<file path="src/rtl/hdlc_tx_framer.sv">
// Bit-serial HDLC transmit framer: opening flag, zero-inserted payload,
// optional CRC-16 (X.25) FCS, closing flag, abort pattern on request/underrun.
//
// state   | meaning
// --------+-----------------------------------------------------------
// IDLE    | line idles at 1, waits for In_Valid
// FLAG_S  | opening flag 0x7E, byte 0 requested on the 8th bit
// DATA    | payload bits LSB first with zero insertion
// FCS     | ~CRC, 16 bits LSB first with zero insertion
// FLAG_E  | closing flag 0x7E, then Tx_Done
// ABORT   | 0 followed by seven 1s, then Tx_AbortedTrans
//
// cnt_q is the index of the bit on the line; while stuff_q is set the line
// carries a stuffed 0 and cnt_q is the index of the bit that follows it.
module hdlc_tx_framer #(
    parameter bit FCS_EN = 1'b1
) (
    input  logic       Clk,
    input  logic       Rst,
    input  logic       In_Valid,
    input  logic [7:0] In_Data,
    input  logic       In_Last,
    output logic       In_Ready,
    input  logic       Abort_Req,
    output logic       Tx,
    output logic       Tx_ValidFrame,
    output logic       Tx_Done,
    output logic       Tx_AbortedTrans
);

    localparam logic [2:0] S_IDLE   = 3'd0;
    localparam logic [2:0] S_FLAG_S = 3'd1;
    localparam logic [2:0] S_DATA   = 3'd2;
    localparam logic [2:0] S_FCS    = 3'd3;
    localparam logic [2:0] S_FLAG_E = 3'd4;
    localparam logic [2:0] S_ABORT  = 3'd5;

    localparam logic [7:0] FLAG = 8'h7E;

    logic [2:0]  state_q, state_d;
    logic [3:0]  cnt_q, cnt_d;
    logic        stuff_q, stuff_d;
    logic [2:0]  ones_q, ones_d;
    logic [7:0]  byte_q, byte_d;
    logic        last_q, last_d;
    logic [15:0] crc_q, crc_d;
    logic        tx_q, tx_d;
    logic        done_q, done_d;
    logic        abrt_q, abrt_d;

    logic xfer, may_stuff, put_line, put_data;

    function automatic logic [15:0] crc_step(input logic [15:0] c, input logic b);
        logic fb;
        fb = c[0] ^ b;
        crc_step = {1'b0, c[15:1]} ^ (fb ? 16'h8408 : 16'h0000);
    endfunction

    // Byte request: last flag bit, or last (non-stuffed) bit of a non-final byte.
    always_comb begin
        In_Ready = 1'b0;
        if (!Abort_Req) begin
            if (state_q == S_FLAG_S && cnt_q == 4'd7)
                In_Ready = 1'b1;
            else if (state_q == S_DATA && cnt_q == 4'd7 && !stuff_q && !last_q)
                In_Ready = 1'b1;
        end
    end

    assign xfer            = In_Valid & In_Ready;
    assign Tx              = tx_q;
    assign Tx_ValidFrame   = (state_q != S_IDLE);
    assign Tx_Done         = done_q;
    assign Tx_AbortedTrans = abrt_q;

    // Next line bit and state: pick the next position, then override with a stuffed 0 if due.
    always_comb begin
        state_d   = state_q;
        cnt_d     = cnt_q;
        stuff_d   = 1'b0;
        ones_d    = 3'd0;
        byte_d    = byte_q;
        last_d    = last_q;
        crc_d     = crc_q;
        tx_d      = 1'b1;
        done_d    = 1'b0;
        abrt_d    = 1'b0;
        may_stuff = 1'b0;
        put_line  = 1'b0;
        put_data  = 1'b0;

        case (state_q)
            S_IDLE: begin
                if (In_Valid && !Abort_Req) begin
                    state_d = S_FLAG_S;
                    cnt_d   = 4'd0;
                    crc_d   = 16'hFFFF;
                    tx_d    = FLAG[0];
                end
            end
            S_FLAG_S: begin
                if (Abort_Req) begin
                    state_d = S_ABORT; cnt_d = 4'd0; tx_d = 1'b0;
                end else if (cnt_q != 4'd7) begin
                    cnt_d = cnt_q + 4'd1;
                    tx_d  = FLAG[cnt_q[2:0] + 3'd1];
                end else if (xfer) begin
                    state_d  = S_DATA;
                    cnt_d    = 4'd0;
                    byte_d   = In_Data;
                    last_d   = In_Last;
                    tx_d     = In_Data[0];
                    put_data = 1'b1;
                end else begin
                    state_d = S_ABORT; cnt_d = 4'd0; tx_d = 1'b0;
                end
            end
            S_DATA: begin
                if (Abort_Req) begin
                    state_d = S_ABORT; cnt_d = 4'd0; tx_d = 1'b0;
                end else if (stuff_q) begin
                    tx_d     = byte_q[cnt_q[2:0]];
                    put_data = 1'b1;
                end else if (cnt_q != 4'd7) begin
                    cnt_d     = cnt_q + 4'd1;
                    tx_d      = byte_q[cnt_q[2:0] + 3'd1];
                    put_data  = 1'b1;
                    may_stuff = 1'b1;
                end else if (last_q) begin
                    cnt_d     = 4'd0;
                    may_stuff = 1'b1;
                    if (FCS_EN) begin
                        state_d  = S_FCS;
                        tx_d     = ~crc_q[0];
                        put_line = 1'b1;
                    end else begin
                        state_d = S_FLAG_E;
                        tx_d    = FLAG[0];
                    end
                end else if (xfer) begin
                    cnt_d     = 4'd0;
                    byte_d    = In_Data;
                    last_d    = In_Last;
                    tx_d      = In_Data[0];
                    put_data  = 1'b1;
                    may_stuff = 1'b1;
                end else begin
                    state_d = S_ABORT; cnt_d = 4'd0; tx_d = 1'b0;
                end
            end
            S_FCS: begin
                if (Abort_Req) begin
                    state_d = S_ABORT; cnt_d = 4'd0; tx_d = 1'b0;
                end else if (stuff_q) begin
                    tx_d     = ~crc_q[cnt_q];
                    put_line = 1'b1;
                end else if (cnt_q != 4'd15) begin
                    cnt_d     = cnt_q + 4'd1;
                    tx_d      = ~crc_q[cnt_q + 4'd1];
                    put_line  = 1'b1;
                    may_stuff = 1'b1;
                end else begin
                    state_d   = S_FLAG_E;
                    cnt_d     = 4'd0;
                    tx_d      = FLAG[0];
                    may_stuff = 1'b1;
                end
            end
            S_FLAG_E: begin
                if (stuff_q) begin
                    tx_d = FLAG[0];
                end else if (cnt_q != 4'd7) begin
                    cnt_d = cnt_q + 4'd1;
                    tx_d  = FLAG[cnt_q[2:0] + 3'd1];
                end else begin
                    state_d = S_IDLE;
                    cnt_d   = 4'd0;
                    done_d  = 1'b1;
                end
            end
            S_ABORT: begin
                if (cnt_q != 4'd7) begin
                    cnt_d = cnt_q + 4'd1;
                    tx_d  = 1'b1;
                end else begin
                    state_d = S_IDLE;
                    cnt_d   = 4'd0;
                    abrt_d  = 1'b1;
                end
            end
            default: begin
                state_d = S_IDLE;
                cnt_d   = 4'd0;
            end
        endcase

        if (put_line || put_data)
            ones_d = tx_d ? ones_q + 3'd1 : 3'd0;

        // Five 1s on the line: the next cycle carries a stuffed 0, the
        // pending position (state/cnt/byte) is kept, CRC is not advanced.
        if (may_stuff && ones_q == 3'd5) begin
            tx_d     = 1'b0;
            stuff_d  = 1'b1;
            ones_d   = 3'd0;
            put_data = 1'b0;
        end

        if (put_data)
            crc_d = crc_step(crc_q, tx_d);
    end

    // State and line registers with synchronous reset.
    always_ff @(posedge Clk) begin
        if (Rst) begin
            state_q <= S_IDLE;
            cnt_q   <= 4'd0;
            stuff_q <= 1'b0;
            ones_q  <= 3'd0;
            byte_q  <= 8'h00;
            last_q  <= 1'b0;
            crc_q   <= 16'hFFFF;
            tx_q    <= 1'b1;
            done_q  <= 1'b0;
            abrt_q  <= 1'b0;
        end else begin
            state_q <= state_d;
            cnt_q   <= cnt_d;
            stuff_q <= stuff_d;
            ones_q  <= ones_d;
            byte_q  <= byte_d;
            last_q  <= last_d;
            crc_q   <= crc_d;
            tx_q    <= tx_d;
            done_q  <= done_d;
            abrt_q  <= abrt_d;
        end
    end

endmodule
</file>
<file path="config.mk">
export PLATFORM = sky130hd
export DESIGN_NAME = hdlc_tx_framer
export DESIGN_NICKNAME = d
export VERILOG_FILES = /design/src/rtl/hdlc_tx_framer.sv
export SDC_FILE = /design/constraint.sdc
export NUM_CORES = 1
export LEC_CHECK = 0
export ABC_AREA = 1
export BUFFER_PORTS_ARGS = -buffer_cell sky130_fd_sc_hd__buf_2
export CELL_PAD_IN_SITES_DETAIL_PLACEMENT = 2
export CELL_PAD_IN_SITES_GLOBAL_PLACEMENT = 2
export CORE_MARGIN = 3
export CORE_UTILIZATION = 29
export CTS_CLUSTER_SIZE = 8
export DETAILED_ROUTE_END_ITERATION = 6
export MAX_ROUTING_LAYER = met4
export PLACE_DENSITY_LB_ADDON = 0.3
export SYNTH_ARGS = -nofsm -noshare
export SYNTH_HDL_FRONTEND = slang
export SYNTH_SLANG_ARGS = --single-unit
</file>
<file path="constraint.sdc">
create_clock -name Clk -period 1.9 [get_ports Clk]
set_clock_uncertainty 0.05 [all_clocks]
set_input_delay 0 -clock Clk [delete_from_list [all_inputs] [get_ports Clk]]
set_output_delay 0 -clock Clk [all_outputs]
set_load 0.01 [all_outputs]
</file>
# Word-level counts from Yosys, hierarchy flattened
# Memories as Yosys holds them, arrays and structs flattened.
# Index checks and enable logic that the tools add are counted.
[totals]
memories = 1
word_cells = 173
romBits = 8
in_bits = 13
register_bits = 39
out_inout_bits = 5
[mem_list]
columns = ["name", "depth", "width", "rd", "rd_ports_with_merged_regs", "write_ports", "line", "text"]
rows = [
  ["(no name shown)", 8, 1, 1, 0, 0, "174", "tx_d = FLAG[cnt_q[2:0] + 3'd1];"],
]
[classes]
n_lt_le_gt_ge = 4
n_eq_ne = 24
mux = 98
add_sub_neg = 3
n_bitwise = 10
n_reduce_logical = 23
[op_table]
columns = ["op", "count"]
rows = [
  ["16-bit two-way mux", 4],
  ["8-bit two-way mux", 7],
  ["1-bit two-way mux", 53],
  ["3-bit two-way mux", 14],
  ["4-bit two-way mux", 8],
  ["4-bit case mux with 6 select lines", 1],
  ["2-bit inequality test (second input constant)", 9],
  ["3-bit case mux with 6 select lines", 1],
  ["8-bit case mux with 2 select lines", 1],
  ["15-bit by 16-bit XOR with 16-bit output", 1],
  ["3-bit inequality test (second input constant)", 5],
  ["7-bit AND reduction", 2],
  ["4-bit by 5-bit less-than comparator with 1-bit output (second input constant)", 2],
  ["3-bit equality test (second input constant)", 3],
  ["1-bit binary-select mux with 4-bit select", 2],
  ["3-bit by 4-bit less-than comparator with 1-bit output (second input constant)", 2],
  ["4-bit inequality test (second input constant)", 2],
  ["1-bit case mux with 2 select lines", 4],
  ["8-bit AND reduction", 1],
  ["1-bit NOT", 7],
  ["3-bit by 1-bit adder with 3-bit output (second input constant)", 2],
  ["1-bit binary-select mux with 3-bit select", 2],
  ["3-bit by 2-bit equality test with 1-bit output (second input constant)", 2],
  ["1-bit logical AND", 6],
  ["16 further kinds", 21],
]

# Logic depth before layout (Yosys ltp)
# Gate-level depths: netlist of run 1.
[logic_depth]
word_depth = 20
mapped_depth = 19
mapped_depth_nobuf = 19

# Worst setup path before layout of run 1
# OpenSTA, ideal clock, no wires.
[synth_path]
kind = "reg2reg"
from = "reg cnt_q[1]"
to = "reg crc_q[15]"
synth_period_minus_slack_ns = 2.029
stages_incl_launch_ff = 18
required_ns = 1.727
arrival_time_ns = 1.855
path_slack_ns = -0.129
path_cell_list = "dfxtp_1 -> ha_1 -> clkbuf_1 -> inv_1 -> nand3_1 -> nand3_1 -> nand3_1 -> nand2_1 -> inv_1 -> nand2_1 -> nand2_1 -> nand2_1 -> nand3_2 -> nand2_1 -> nand2_1 -> nand3_1 -> o21ai_1 -> nand2_1"
[synth_between]
elab_chain_cells = 20
[synth_rtl]
columns = ["element", "line", "text"]
rows = [
  ["start, declared", "41", "logic [3:0] cnt_q, cnt_d;"],
  ["start signal, assigned", "228", "cnt_q <= cnt_d;"],
  ["4-bit by 3-bit equality test with 1-bit output", "63, 65", ""],
  ["1-bit logical AND (3 in a row)", "65", "else if (state_q == S_DATA && cnt_q == 4'd7 && !stuff_q && !last_q)"],
  ["1-bit two-way mux", "65", ""],
  ["1-bit two-way mux", "63", "if (state_q == S_FLAG_S && cnt_q == 4'd7)"],
  ["1-bit two-way mux", "62", "if (!Abort_Req) begin"],
  ["1-bit bitwise AND", "70", "assign xfer = In_Valid & In_Ready;"],
  ["1-bit two-way mux", "107, 140", ""],
  ["1-bit two-way mux", "129", "end else if (last_q) begin"],
  ["[... 2 more ...]", "-", ""],
  ["1-bit two-way mux", "119", "if (Abort_Req) begin"],
  ["1-bit case mux with 2 select lines", "92", "case (state_q)"],
  ["1-bit logical AND", "202", "if (may_stuff && ones_q == 3'd5) begin"],
  ["1-bit two-way mux", "202", ""],
  ["1-bit XOR", "55", "fb = c[0] ^ b;"],
  ["16-bit two-way mux", "56", "crc_step = {1'b0, c[15:1]} ^ (fb ? 16'h8408 : 16'h0000);"],
  ["15-bit by 16-bit XOR with 16-bit output", "56", ""],
  ["16-bit two-way mux", "209", "if (put_data)"],
  ["end signal, assigned", "233", "crc_q <= crc_d;"],
  ["end, declared", "46", "logic [15:0] crc_q, crc_d;"],
]
# Parallel ways exist; a longest one is shown, timed or not. The select of a mux whose other input is x is not followed.
# A chain may end at the register's enable or synchronous reset.

# Worst setup path after layout of run 1
[layout_path]
from = "reg cnt_q[0]"
to = "reg crc_q[10]"
# The elaborated chain is that of the path after synthesis.

==> results.md, run 1 <==
- Library cell with the highest instance count after synthesis: sky130_fd_sc_hd__nand2_1
- Initial antenna violation count: 0
- X dimension of the die: 98.1 microns
- FF+latch count, synth: 39
- Area occupied by multi-input gates: 1840 sq um
- Die area: 9620 sq um
- Upper clock frequency limit: 386 MHz
- Area used by sequential logic in the layout: 793 sq um
- Filler Cells Inserted: 898
- Peak ir drop on the vdd network: 0.445 mV
- Die Span Y: 98.1 microns
- Status: finished with violations
- Number of flops mapped to enable cells by yosys: 0
- Fraction of power spent switching nets: 47.3%
- Internal Dissipation: 2010 uW
- Sequential power share: 25.6%
- Fin worst setup slack: -0.693 ns
- Fraction of power consumed by the clock network: 15.9%
- Post-route worst hold slack: 0.248 ns
- Nature of the critical path startpoint: register
- # setup viols final: 37
- Util after Layout: 48.1%
- Area Overhead vs Synth: 55.8%
- Number of standard cells after synthesis: 388
- Violations in the final reports: negative setup slack
- Final Max Tran Viols: 0
- Power density normalized to cell area: 993 nW/um^2
- Number of cells on the worst reg-to-reg path: 18
- Via count of the first global-routing pass: 3586
- GPL Wtd Cong: 0.896
- Overflow after GRT: 0
- Reported max-cap violation count: 0
- Starting density of the core: 30.9%
- H-tree depth: 2
- Top cells by instance count after synthesis: sky130_fd_sc_hd__nand2_1, sky130_fd_sc_hd__nor2_1, sky130_fd_sc_hd__inv_1
- Mean instance size in the synthesized netlist: 6.34 sq um
- Wire length per cell after detailed routing: 27.1 microns
- Final count of hold timing violations: 0
- Leakage: 0.00168 uW
- Post-synth ARST share: 0%
- Slew headroom: 67.6%
- Share of the clock period used by the worst path after layout: 136%
- Diodes inserted: 0
- Start-to-end type of the worst setup path: register to register
- Total number of vias: 3294
- Biggest area consumer among synthesized cells: sky130_fd_sc_hd__dfxtp_1
- Share of synthesized area occupied by flip-flops and latches: 31.7%
- DRC violations left: 0
- Post-synthesis instance area: 2460 sq um
- Via density: 5.67
- Critical path capture point type: register
- Maximum net fanout on the critical path: 10
- Worst hold-check path type: input pin to register
- Transition time of the tightest slew-check pin: 0.480 ns
- Iteration-0 DRC count of the detailed router: 184
- Top-level I/O count: 18
- Clock root cell: sky130_fd_sc_hd__clkbuf_8
- Sinks on the clock net: 39
- Final std cell area, no fill: 3830 sq um
- # rows: 32
- Unique masters post-synth: 35
- Layout cell share with drive strength beyond 1: 39.7%
- PnR Total Power: 3810 uW
- Ys Warns: 0
- Min cycle time layout: 2.59 ns
- Final-layout setup total negative slack: -14.72 ns
- Net count, final: 497
- GRT Resource Usage Total: 29.3%
- TritonCTS clock tree: built
- Synth area leaders: sky130_fd_sc_hd__dfxtp_1, sky130_fd_sc_hd__nand2_1, sky130_fd_sc_hd__nand3_1
- Cell area after placement: 3020 sq um
- Dominant synthesized flop cell: sky130_fd_sc_hd__dfxtp_1
- Number of port buffers: 17
- Core region area: 7970 sq um
- Overall routed net length: 15.7 mm
- Required time of the critical path: 2.05 ns
- Net load switching power: 1800 uW
- Area fraction of the dominant cell type after synthesis: 31.7%
- RSZ-0062 raised after global routing: true
- Combinational group share of total power: 58.5%
- Pin count of the biggest net entering global routing: 27
- DP Wirelength: 7.44 mm
- Worst-Skew Late Latency: 0.32 ns
- Total nets after synthesis: 407
- Buffer depth of the longest clock path: 2
- First-pass GRT wire length: 21.0 mm
- Number of detailed-routing iterations run before antenna repair: 4
- ANT nets after route: 0
- Inserted Clock Buffers: 5
- Clock slew at the register clock pins of the worst setup and hold paths: 0.09 ns
- Worst hold path cell count: 5
- Data arrival time of the critical path: 2.74 ns
-- sequential cells by signal, summed over array words and instances, names as in the netlist --
name / count
Tx: 1
Tx_AbortedTrans: 1
Tx_Done: 1
byte_q: 8
cnt_q: 4
crc_q: 16
last_q: 1
ones_q: 3
state_q: 3
stuff_q: 1
-- worst max-delay path, stage by stage (launching register included) --
cell                      delay (ns)
sky130_fd_sc_hd__dfxtp_4        0.38
sky130_fd_sc_hd__buf_6          0.16
sky130_fd_sc_hd__inv_2          0.11
sky130_fd_sc_hd__buf_4          0.18
sky130_fd_sc_hd__nand2_1        0.07
sky130_fd_sc_hd__nand4_1        0.08
sky130_fd_sc_hd__nand2_1        0.08
sky130_fd_sc_hd__nor2_1         0.18
sky130_fd_sc_hd__nand2_1        0.10
sky130_fd_sc_hd__nand3_1        0.15
sky130_fd_sc_hd__nand2_1        0.10
sky130_fd_sc_hd__nand2_1        0.14
sky130_fd_sc_hd__nand3_4        0.16
sky130_fd_sc_hd__nand2_4        0.14
sky130_fd_sc_hd__nand2_4        0.08
sky130_fd_sc_hd__nand3_2        0.10
sky130_fd_sc_hd__nand3_2        0.07
sky130_fd_sc_hd__nand2_1        0.08
sky130_fd_sc_hd__nand2_1        0.06
-- cell usage in the layout (no fill, tap or decap), drive strengths merged --
master       count
dlygate4sd3      9
or2              1
o31ai            1
nor3             6
o211ai           9
o22ai           13
nor2            52
a21o             1
o221ai           1
o41ai            1
clkinv           1
a31oi            2
a22oi            1
a211oi           1
inv             51
a21oi           15
ha               6
dfxtp           39
buf             88
clkbuf           7
nand2          101
xnor2            1
o21ai           30
nand3           39
nand4            3
-- per-stage QoR --
stage,worst slack [ns],std cells
2_1_floorplan,0.00453,388
3_3_place_gp,-0.212,543
3_5_place_dp,-0.373,543
4_1_cts,-0.274,576
5_1_grt,-0.743,581
6_report,-0.693,581
-- path summary, 6_finish.rpt --
| check | startpoint | end | slack [ns] |
|---|---|---|---|
| max reg2reg | cnt_q[0] | crc_q[10] | -0.69 |
| min | In_Data[0] | byte_q[0] | 0.25 |
| min reg2reg | ones_q[0] | ones_q[0] | 0.44 |
| max | cnt_q[0] | crc_q[10] | -0.69 |
-- power by group through the flow --
stage	clock network [uW]	registers [uW]	logic [uW]
after CTS	593	947	1840
after global placement	0	947	1380
after detailed placement	0	952	1450
after global routing	637	979	2350
after floorplan	0	940	823
final	605	974	2230
-- routing by layer --
metal,wire length (microns),up-vias,global-route usage [%]
met5,0,-,-
met4,1050,0,13.6
met3,706,84,3.86
met2,8040,137,52.0
met1,5920,1619,32.3
li1,-,1454,-
-- what timing repair did --
| action | in CTS | in global routing |
|---|---|---|
| pin swaps | 21 | 24 |
| hold buffers | 9 | 0 |
| gates cloned | 2 | 0 |
| endpoints found under the hold margin | 15 | 0 |
| gates resized for setup | 60 | 52 |
| buffers inserted | 16 | 5 |
| endpoints found under the setup margin | 37 | 38 |
-- layout make-up --
type                    count  share of cell area, %
clock buffers               7                   1.99
clock inverters             1                  0.131
inverters                  51                   5.00
multi-input cells         284                   47.9
flip-flops and latches     39                   20.7
well taps                 102                   3.33
repair buffers             97                   21.0
-- logic make-up (layout without fill, tap and decap cells) --
logic type | count (synthesis) | count (layout) | share of synthesized area (%)
buf+inv | 66 | 156 | 11.0
fa+ha+maj | 6 | 6 | 3.05
xor+xnor | 1 | 1 | 0.356
simple gates | 202 | 202 | 35.4
compound gates | 74 | 75 | 18.5
flops | 39 | 39 | 31.7
No activity file was read; power rests on OpenSTA's default activity.
==> inputs of run 2 (changes only) <==
==> constraint.sdc (replaced) <==
create_clock -name Clk -period 1.9 [get_ports Clk]
set_clock_uncertainty 0.05 [all_clocks]
set_input_delay 0.19 -clock Clk [delete_from_list [all_inputs] [get_ports Clk]]
set_output_delay 0.19 -clock Clk [all_outputs]
set_load 0.01 [all_outputs]
==> run 2 against run 1 <==
The flow still finishes with violations (negative setup slack). Maximum frequency is 7.2% higher. Combinational power is 5% higher. Cell area is 2.7% higher. Clock power hardly changed. Global-route usage is 3.7 points lower. Critical path depth is 2 higher. Critical path type unchanged. Highest routed layer unchanged. Non-clock buffer count is 1 higher. Setup slack better by 0.17 ns.
==> results.md, run 2 (synthesis results as in run 1) <==
- Initial antenna violation count: 0
- Clock root cell: sky130_fd_sc_hd__clkbuf_8
- Number of flip-flops under the largest register name: 16
- Number of cells on the worst reg-to-reg path: 20
- Post-Layout Cell Count: 581
- GRT Resource Usage Total: 25.6%
- Combinational group share of total power: 59.6%
- Pin count of the biggest net entering global routing: 23
- Place WS: -0.403 ns
- Overall routed net length: 15.6 mm
- Peak ir drop on the vdd network: 0.459 mV
- Filler Cells Inserted: 891
- GPL Wtd Cong: 0.868
- Min cycle time layout: 2.42 ns
- RSZ-0062 raised after global routing: true
- Fraction of power consumed by the clock network: 15.3%
- Via density: 5.59
- Power density normalized to cell area: 1000 nW/um^2
- Number of port buffers: 17
- Net count, final: 497
- Upper clock frequency limit: 413 MHz
- # rows: 32
- Required time of the critical path: 2.05 ns
- TritonCTS clock tree: built
- Die area: 9620 sq um
- Share of the clock period used by the worst path after layout: 127%
- Data arrival time of the critical path: 2.57 ns
- Core region area: 7970 sq um
- Die Span Y: 98.1 microns
- Inserted Clock Buffers: 5
- Area used by sequential logic in the layout: 798 sq um
- Reported max-cap violation count: 0
- Critical path capture point type: register
- Top-level I/O count: 18
- Area Overhead vs Synth: 60.1%
- Slack of the worst reg-to-reg path: -0.52 ns
- Final Max Tran Viols: 0
- Worst-Skew Late Latency: 0.32 ns
- Net load switching power: 1860 uW
- Top library cells by usage in the layout, fill and taps aside: sky130_fd_sc_hd__nand2_1, sky130_fd_sc_hd__buf_4, sky130_fd_sc_hd__nor2_1
- Violations in the final reports: negative setup slack
- Slew headroom: 69.1%
- Reg-to-reg startpoint: cnt_q[0]
- DP Wirelength: 7.65 mm
- Starting density of the core: 30.9%
- Sinks on the clock net: 39
- H-tree depth: 2
- Clock slew at the register clock pins of the worst setup and hold paths: 0.10 ns
- Most common cell after layout, fill and taps aside: sky130_fd_sc_hd__nand2_1
- Fin worst setup slack: -0.519 ns
- Worst hold path cell count: 3
- Number of placed cells counting well taps: 547
- ANT nets after route: 0
- Wire length per cell after detailed routing: 26.8 microns
- DRC violations left: 0
- Start-to-end type of the worst setup path: register to register
- Diodes inserted: 0
- Endpoint, Worst Hold: byte_q[6]
- Internal Dissipation: 2070 uW
- Final count of hold timing violations: 0
- # setup viols final: 37
- Worst hold-check path type: input pin to register
- Registers with the most flip-flops: crc_q (16), byte_q (8), cnt_q (4)
- Largest reg by FF count: crc_q
- Overflow after GRT: 0
- Iteration-0 DRC count of the detailed router: 169
- Sequential power share: 25.0%
- Layout cell share with drive strength beyond 1: 44.7%
- Fraction of power spent switching nets: 47.3%
- Transition time of the tightest slew-check pin: 0.458 ns
- Nature of the critical path startpoint: register
- Total number of vias: 3245
- First-pass GRT wire length: 19.1 mm
- Buffer depth of the longest clock path: 2
- X dimension of the die: 98.1 microns
- Status: finished with violations
- Leakage: 0.00172 uW
- Maximum net fanout on the critical path: 4
- Via count of the first global-routing pass: 3511
- Number of detailed-routing iterations run before antenna repair: 4
- R2r endpoint: crc_q[3]
- Area occupied by multi-input gates: 1910 sq um
- Source of the worst hold timing path: In_Data[6]
## run 2: cell types whose count changed in the layout (fill, tap and decap cells not counted), sizes merged
cell and delta:
o21ai -1, dlygate4sd3 -9, buf +9, clkbuf +1
## run 2: through the flow
stage	utilization, %	setup TNS (ns)	cell area (sq um)	hold WS [ns]	power (uW)
3_3_place_gp	38.4	-3.93	3060	0.361	2360
3_5_place_dp	38.4	-8.34	3060	0.370	2450
4_1_cts	42.9	-3.75	3420	0.0582	3230
6_report	49.4	-10.80	3940	0.0787	3940
5_1_grt	49.4	-13.28	3940	0.0777	4110
2_1_floorplan	-	0	2490	0.275	1760
## run 2: worst max-delay path by stage
stage | startpoint | cells past startpoint | end
3_3_place_gp | cnt_q[0] | 20 | crc_q[3]
5_1_grt | cnt_q[2] | 16 | crc_q[3]
4_1_cts | cnt_q[0] | 20 | crc_q[10]
2_1_floorplan | cnt_q[1] | 13 | crc_q[11]
6_report | cnt_q[0] | 20 | crc_q[3]
3_5_place_dp | cnt_q[0] | 20 | crc_q[10]
## run 2: per-layer routing
metal	GRT usage [%]	vias to the layer above	wire length (microns)
li1	-	1444	-
met1	30.6	1624	6130
met2	43.8	123	7970
met3	3.93	54	776
met4	8.73	0	686
met5	-	-	0
## run 2: cell type report
| class | count | share of cell area (%) |
|---|---|---|
| Multi-Input combinational cell | 283 | 48.5 |
| Timing Repair Buffer | 98 | 20.8 |
| Sequential cell | 39 | 20.3 |
| Inverter | 51 | 5.18 |
| Tap cell | 102 | 3.24 |
| Clock buffer | 7 | 1.94 |
| Clock inverter | 1 | 0.127 |
## run 2: power groups by stage
stage / Sequential, uW / Combinational, uW / Clock [uW]
detailed placement: 955 / 1500 / 0
floorplan: 940 / 823 / 0
finish: 986 / 2350 / 604
CTS: 947 / 1700 / 585
global route: 993 / 2470 / 647
global placement: 947 / 1410 / 0
## run 2: critical path, cell delays in order (launching register included)
cell                      delay (ns)
sky130_fd_sc_hd__dfxtp_4        0.38
sky130_fd_sc_hd__ha_4           0.18
sky130_fd_sc_hd__nand2_4        0.08
sky130_fd_sc_hd__buf_6          0.11
sky130_fd_sc_hd__inv_4          0.03
sky130_fd_sc_hd__nor2_4         0.17
sky130_fd_sc_hd__inv_4          0.09
sky130_fd_sc_hd__nand3_4        0.08
sky130_fd_sc_hd__nand3_4        0.09
sky130_fd_sc_hd__nand2_2        0.08
sky130_fd_sc_hd__inv_2          0.05
sky130_fd_sc_hd__nand2_1        0.05
sky130_fd_sc_hd__nand2_1        0.06
sky130_fd_sc_hd__nand2_2        0.09
sky130_fd_sc_hd__nand3_4        0.13
sky130_fd_sc_hd__nand2_4        0.13
sky130_fd_sc_hd__nand2_2        0.08
sky130_fd_sc_hd__nand3_2        0.10
sky130_fd_sc_hd__nand3_2        0.10
sky130_fd_sc_hd__nand2_1        0.10
sky130_fd_sc_hd__nand2_1        0.06
## run 2: what timing repair did
| action | CTS | global route |
|---|---|---|
| setup endpoints to repair | 37 | 38 |
| resized for setup | 53 | 95 |
| buffers inserted | 11 | 17 |
| hold buffers | 0 | 0 |
| pin swaps | 19 | 17 |
| cloned | 0 | 1 |
